**src/rtl/led_fade_pwm_pkg.sv**
```systemverilog
// led_fade_pwm_pkg: default build constants for the LED fade/PWM stage.
// These are the same values the chaser and board top use, so the whole LED
// path agrees on channel count, PWM resolution and fade timing.
package led_fade_pwm_pkg;

  localparam int LED_CHANNELS = 8;      // pattern / leds width
  localparam int LED_PWM_BITS = 8;      // duty resolution, period = 2**PWM_BITS clk
  localparam int LED_FADE_DIV = 65536;  // clk cycles per fade tick
  localparam int LED_DECAY    = 16;     // brightness removed per fade tick

endpackage

```
**src/rtl/led_pwm_channel.sv**
```systemverilog
// led_pwm_channel: one LED channel of the comet-tail fader.
//   clk        in   system clock
//   rst        in   synchronous reset, active-high
//   lit        in   synchronised chaser bit for this channel
//   peak       in   brightness to jump to while lit
//   fade_tick  in   1-cycle pulse, shared prescaler output
//   pwm_cnt    in   shared free-running PWM counter
//   led        out  registered PWM drive, 1 = LED on
// Holds brightness b (fades over time) and duty d (b sampled once per PWM
// period so a single period never mixes two duties).
module led_pwm_channel
  import led_fade_pwm_pkg::*;
#(
  parameter int PWM_BITS = LED_PWM_BITS,
  parameter int DECAY    = LED_DECAY
) (
  input  logic                clk,
  input  logic                rst,
  input  logic                lit,
  input  logic [PWM_BITS-1:0] peak,
  input  logic                fade_tick,
  input  logic [PWM_BITS-1:0] pwm_cnt,
  output logic                led
);

  localparam logic [PWM_BITS-1:0] MAX = '1;
  localparam logic [PWM_BITS-1:0] DEC = PWM_BITS'(DECAY);

  logic [PWM_BITS-1:0] b;
  logic [PWM_BITS-1:0] d;

  always_ff @(posedge clk) begin
    if (rst) begin
      b   <= '0;
      d   <= '0;
      led <= 1'b0;
    end else begin
      // lit beats a coincident fade tick; peak may also pull b down
      if (lit)            b <= peak;
      else if (fade_tick) b <= (b > DEC) ? b - DEC : '0;
      // duty only moves at the period boundary
      if (pwm_cnt == MAX) d <= b;
      // MAX is forced fully on, otherwise d on-cycles starting at cnt 0
      led <= (d == MAX) || (d > pwm_cnt);
    end
  end

endmodule

```
**src/rtl/led_fade_pwm.sv**
```systemverilog
// led_fade_pwm: chaser pattern -> per-channel PWM LEDs with decaying tail.
//   clk      in   system clock, sole domain
//   rst      in   synchronous reset, active-high
//   pattern  in   chaser output, asynchronous to clk
//   peak     in   brightness for lit channels, quasi-static
//   leds     out  registered PWM drive, 1 = LED on
// Owns the pattern synchroniser, the PWM counter and the fade prescaler;
// all channels share these so every LED's PWM period is aligned.
module led_fade_pwm
  import led_fade_pwm_pkg::*;
#(
  parameter int CHANNELS = LED_CHANNELS,
  parameter int PWM_BITS = LED_PWM_BITS,
  parameter int FADE_DIV = LED_FADE_DIV,
  parameter int DECAY    = LED_DECAY
) (
  input  logic                clk,
  input  logic                rst,
  input  logic [CHANNELS-1:0] pattern,
  input  logic [PWM_BITS-1:0] peak,
  output logic [CHANNELS-1:0] leds
);

  localparam int PRE_W = (FADE_DIV > 2) ? $clog2(FADE_DIV) : 1;
  localparam logic [PRE_W-1:0] PRE_LAST = PRE_W'(FADE_DIV - 1);

  // two-flop synchroniser as a shift register; stage 1 is p_s
  logic [1:0][CHANNELS-1:0] sync_pipe;
  logic [CHANNELS-1:0]      p_s;
  logic [PWM_BITS-1:0]      pwm_cnt;
  logic [PRE_W-1:0]         pre_cnt;
  logic                     fade_tick;

  assign p_s       = sync_pipe[1];
  assign fade_tick = (pre_cnt == PRE_LAST);

  always_ff @(posedge clk) begin
    if (rst) begin
      sync_pipe <= '0;
      pwm_cnt   <= '0;
      pre_cnt   <= '0;
    end else begin
      sync_pipe <= {sync_pipe[0], pattern};
      pwm_cnt   <= pwm_cnt + 1'b1;  // natural wrap MAX -> 0
      pre_cnt   <= fade_tick ? '0 : pre_cnt + 1'b1;
    end
  end

  for (genvar i = 0; i < CHANNELS; i++) begin : g_ch
    led_pwm_channel #(
      .PWM_BITS (PWM_BITS),
      .DECAY    (DECAY)
    ) u_ch (
      .clk       (clk),
      .rst       (rst),
      .lit       (p_s[i]),
      .peak      (peak),
      .fade_tick (fade_tick),
      .pwm_cnt   (pwm_cnt),
      .led       (leds[i])
    );
  end

endmodule

```
**config.mk**
```make
export PLATFORM = sky130hd
export DESIGN_NAME = led_fade_pwm
export DESIGN_NICKNAME = d
export VERILOG_FILES = /design/src/rtl/led_fade_pwm_pkg.sv /design/src/rtl/led_pwm_channel.sv /design/src/rtl/led_fade_pwm.sv
export SDC_FILE = /design/constraint.sdc
export NUM_CORES = 1
export LEC_CHECK = 0
export CELL_PAD_IN_SITES_DETAIL_PLACEMENT = 1
export CELL_PAD_IN_SITES_GLOBAL_PLACEMENT = 1
export CORE_MARGIN = 1
export CORE_UTILIZATION = 40
export DETAILED_ROUTE_END_ITERATION = 8
export PLACE_DENSITY = 0.76
export SETUP_SLACK_MARGIN = 0.15
export SLEW_MARGIN = 25
export SYNTH_ARGS = -nofsm -noshare
export SYNTH_HDL_FRONTEND = slang
export SYNTH_HIERARCHICAL = 1
export SYNTH_SLANG_ARGS = --single-unit
export TNS_END_PERCENT = 1
```
**constraint.sdc**
```tcl
create_clock -name clk -period 4.5 [get_ports clk]
set_input_delay 0.45 -clock clk [delete_from_list [all_inputs] [get_ports clk]]
set_output_delay 0.45 -clock clk [all_outputs]
set_load 0.02 [all_outputs]
```
==> impl_results.md <==
- Outcome: finished with violations
- Failing checks: DRC
- Stages on the worst setup path: 8
- Post-synth ARST share: 0%
- Post-route ant nets: 0
- Initial antenna violation count: 0
- Highest clock rate: 381.7 MHz
- Routed WL per cell: around 18 um
- Number of post-CTS setup repair buffers: 0
- Worst VDD drop: about 220 uV
- Area of the multi-input gates: 5100 um2
- # resized after CTS: 0
- Detailed Route WL: around 24,000 um
- Synthesized flop and latch total: between 150 and 200
- Initial Util: approximately two fifths
- Seq/Total Area, Yosys: ~39%
- Clock power share: 43.0%
- Tot GR Track Use: a little over a fifth
- Worst setup EP type: flop
- Global-route wire length before repair: a little over 40,000 um
- Die Y: 152.8 um
- Drt pass-1 iters: 6
- Final period utilization: between 50% and 60%
- Combinational power share: 8.2%
- Core Box Area: ~22,000 um2
- Die X: around 150 um
- Critical-path cell list: ha_1 -> nand4_4 -> nor4_4 -> buf_4 -> nand2b_1 -> a211oi_1 -> a221oi_1 -> nor2_1
- Clk root buf: clkbuf_16
- Max incr delay on CP: 0.57 ns
- Final HPWL DP: roughly 16,000 um
- CP Max Fanout: 49
- Top-count cell post-synth: dfxtp_1
- Slew @ Worst Pin: approximately 1.1 ns
- Critical path required time: roughly 4.9 ns
- Vias in the first global route: approximately 8,300
- Pre-CTS setup slack: 1.917 ns
- Slew HR: a little over a quarter
- Die area: between 20,000 and 25,000 um2
- WP buf/inv: 1
- DRC violations left: 2
- Mapped Cells: ~1,000
- P_int: around 2.5 mW
- RSZ-0062 raised after global routing: no
- Sequential Area: about 3500 um2
- Layout cells sized above 1: 5.596%
- Clock sink count: approximately 180
- Num ports: 26
- Worst hold stages: 1
- Placement Rows: 54
- Area grow syn2layout: 12.35%
- Final GP Congestion: between 0.7 and 0.8
- Hold Buf Count CTS: 0
- NumNets Final: 1,177
- Synth warnings: 6
- TritonCTS clock tree: yes
- Final worst slack: between 1.5 and 2 ns
- Final hold violations: 0
- Fin Clk Skew: ~0.013 ns
- Area contributors post-synth: dfxtp_1, ha_1, a21oi_1
- CP max stage cell: buf_4
- Clk pin slew, worst setup/hold paths: around 0.07 ns
- ANT cells: 0
- Pins Over Slew Limit: 0
- Largest area contributor in the netlist: dfxtp_1
- Largest net degree at the start of global routing: about 100
- Critical path class: flop to flop
- Final setup violation count: 0
- Final TNS setup: 0 ns
- Top cell type's share of synthesized area: 38.73%
- H-tree depth: 4
- Worst path arrival time: slightly below 3 ns
- Clk buf depth: 2
- Filler cells: roughly 2,600
- Worst-skew pair later-pin latency: ~0.43 ns
- DR iter-0 viols: roughly 430
- Max Cap Viol: 0
- Vias post-DR: roughly 7,800
- CP delay by family, top: simple AND/OR/NAND/NOR gates
- Cts bufs inserted: 17
- Min-Delay Path Class: flop to flop
- Top FF cell, synth: dfxtp_1
- Net Switching: between 0.8 and 0.9 mW
- FF-to-FF path depth: 8
- Synthesized area per cell: just under 9 um2
- Total grt overflow: 0
- Post-Layout Inst Area: slightly above 10,000 um2
- IO buf count: 25
- Switching Fraction: 25.04%
- Post-synthesis cell area: between 9000 and 10,000 um2
- Reg power frac: between 40% and 50%
- PD cells: 330.3 nW/um2
- Leakage power: between 3 and 4 nW
- Placed cell count: about 1,300
- Area after DPL: around 9600 um2
- Cell Count, Final, Fillers Out: 1,370
- Number of vias per cell: ~5.7
- Library cells used by synthesis: 35
- Min Tclk post-route: ~2.6 ns
- Post-synth top cells: dfxtp_1, inv_1, a21oi_1, nand2_1, ha_1
- R2r setup slk: roughly 1.9 ns
- Critical path startpoint category: flop
- Syn_nets: 1,148
- Number of flops mapped to enable cells by yosys: 0
worst paths after layout:
path / start / to
max: pre_cnt[0] / g_ch[2].u_ch/b[5]
min: sync_pipe[6] / p_s[6]
max reg2reg: pre_cnt[0] / g_ch[2].u_ch/b[5]
min reg2reg: sync_pipe[6] / p_s[6]
placed cells by master (no fill, tap or decap), types with 9 or more instances in the layout:
cell and n:
nor3b_1 24, ha_1 82, a211oi_1 24, o21ai_0 65
nand3_1 9, a221oi_1 16, a22o_1 32, nor3_1 41
xnor2_1 9, xor2_1 18, nand4_1 54, nand2_1 90
clkdlybuf4s50_1 24, nor2_1 73, a21oi_1 90, inv_1 99
clkbuf_16 17, dfxtp_1 174, nor2b_1 41
flip-flops by register name, indices dropped and copies added, names as in the netlist:
name and cells:
g_ch.u_ch/b 64, g_ch.u_ch/d 64, pre_cnt 16, g_ch.u_ch/led 8, p_s 8, pwm_cnt 8
sync_pipe 8
final cells by class:
type / count / share of cell area [%]
Clock inverter: 11 / 1.041
Timing Repair Buffer: 31 / 2.901
Multi-Input combinational cell: 752 / 49.90
Sequential cell: 176 / 34.50
Tap cell: 280 / 3.428
Inverter: 99 / 3.636
Clock buffer: 21 / 4.603
through the flow:
step | hold slack, ns | utilization (%) | power (mW)
floorplan | 0.4138 | - | 1.850
global placement | 0.4173 | 43.64 | 1.953
detailed placement | 0.4315 | 43.65 | 1.960
CTS | 0.4474 | 46.26 | 3.422
global route | 0.4723 | 46.26 | 3.513
finish | 0.4410 | 46.26 | 3.377
logic make-up after synthesis:
group | Yosys count | share of synthesized area (%)
flip-flops | 176 | 38.73
AO/OA/AOI/OAI | 275 | 20.96
buffers and inverters | 120 | 5.212
adder cells (fa/ha/maj) | 82 | 11.28
XOR/XNOR | 27 | 2.599
AND/OR/NAND/NOR | 368 | 21.22
power groups by stage:
stage | registers [mW] | logic [mW] | clock network [mW]
after global routing | 1.65 | 0.307 | 1.55
after detailed placement | 1.68 | 0.277 | 0
after global placement | 1.68 | 0.271 | 0
after CTS | 1.65 | 0.280 | 1.49
final | 1.65 | 0.277 | 1.45
after floorplan | 1.67 | 0.178 | 0
per-layer routing:
metal	GRT usage, %	wire length, um
met5	0	0
met3	3.346	1019
met2	37.77	11770
met1	27.11	11030
met4	7.311	258
Power figures use the tool's default switching activity.
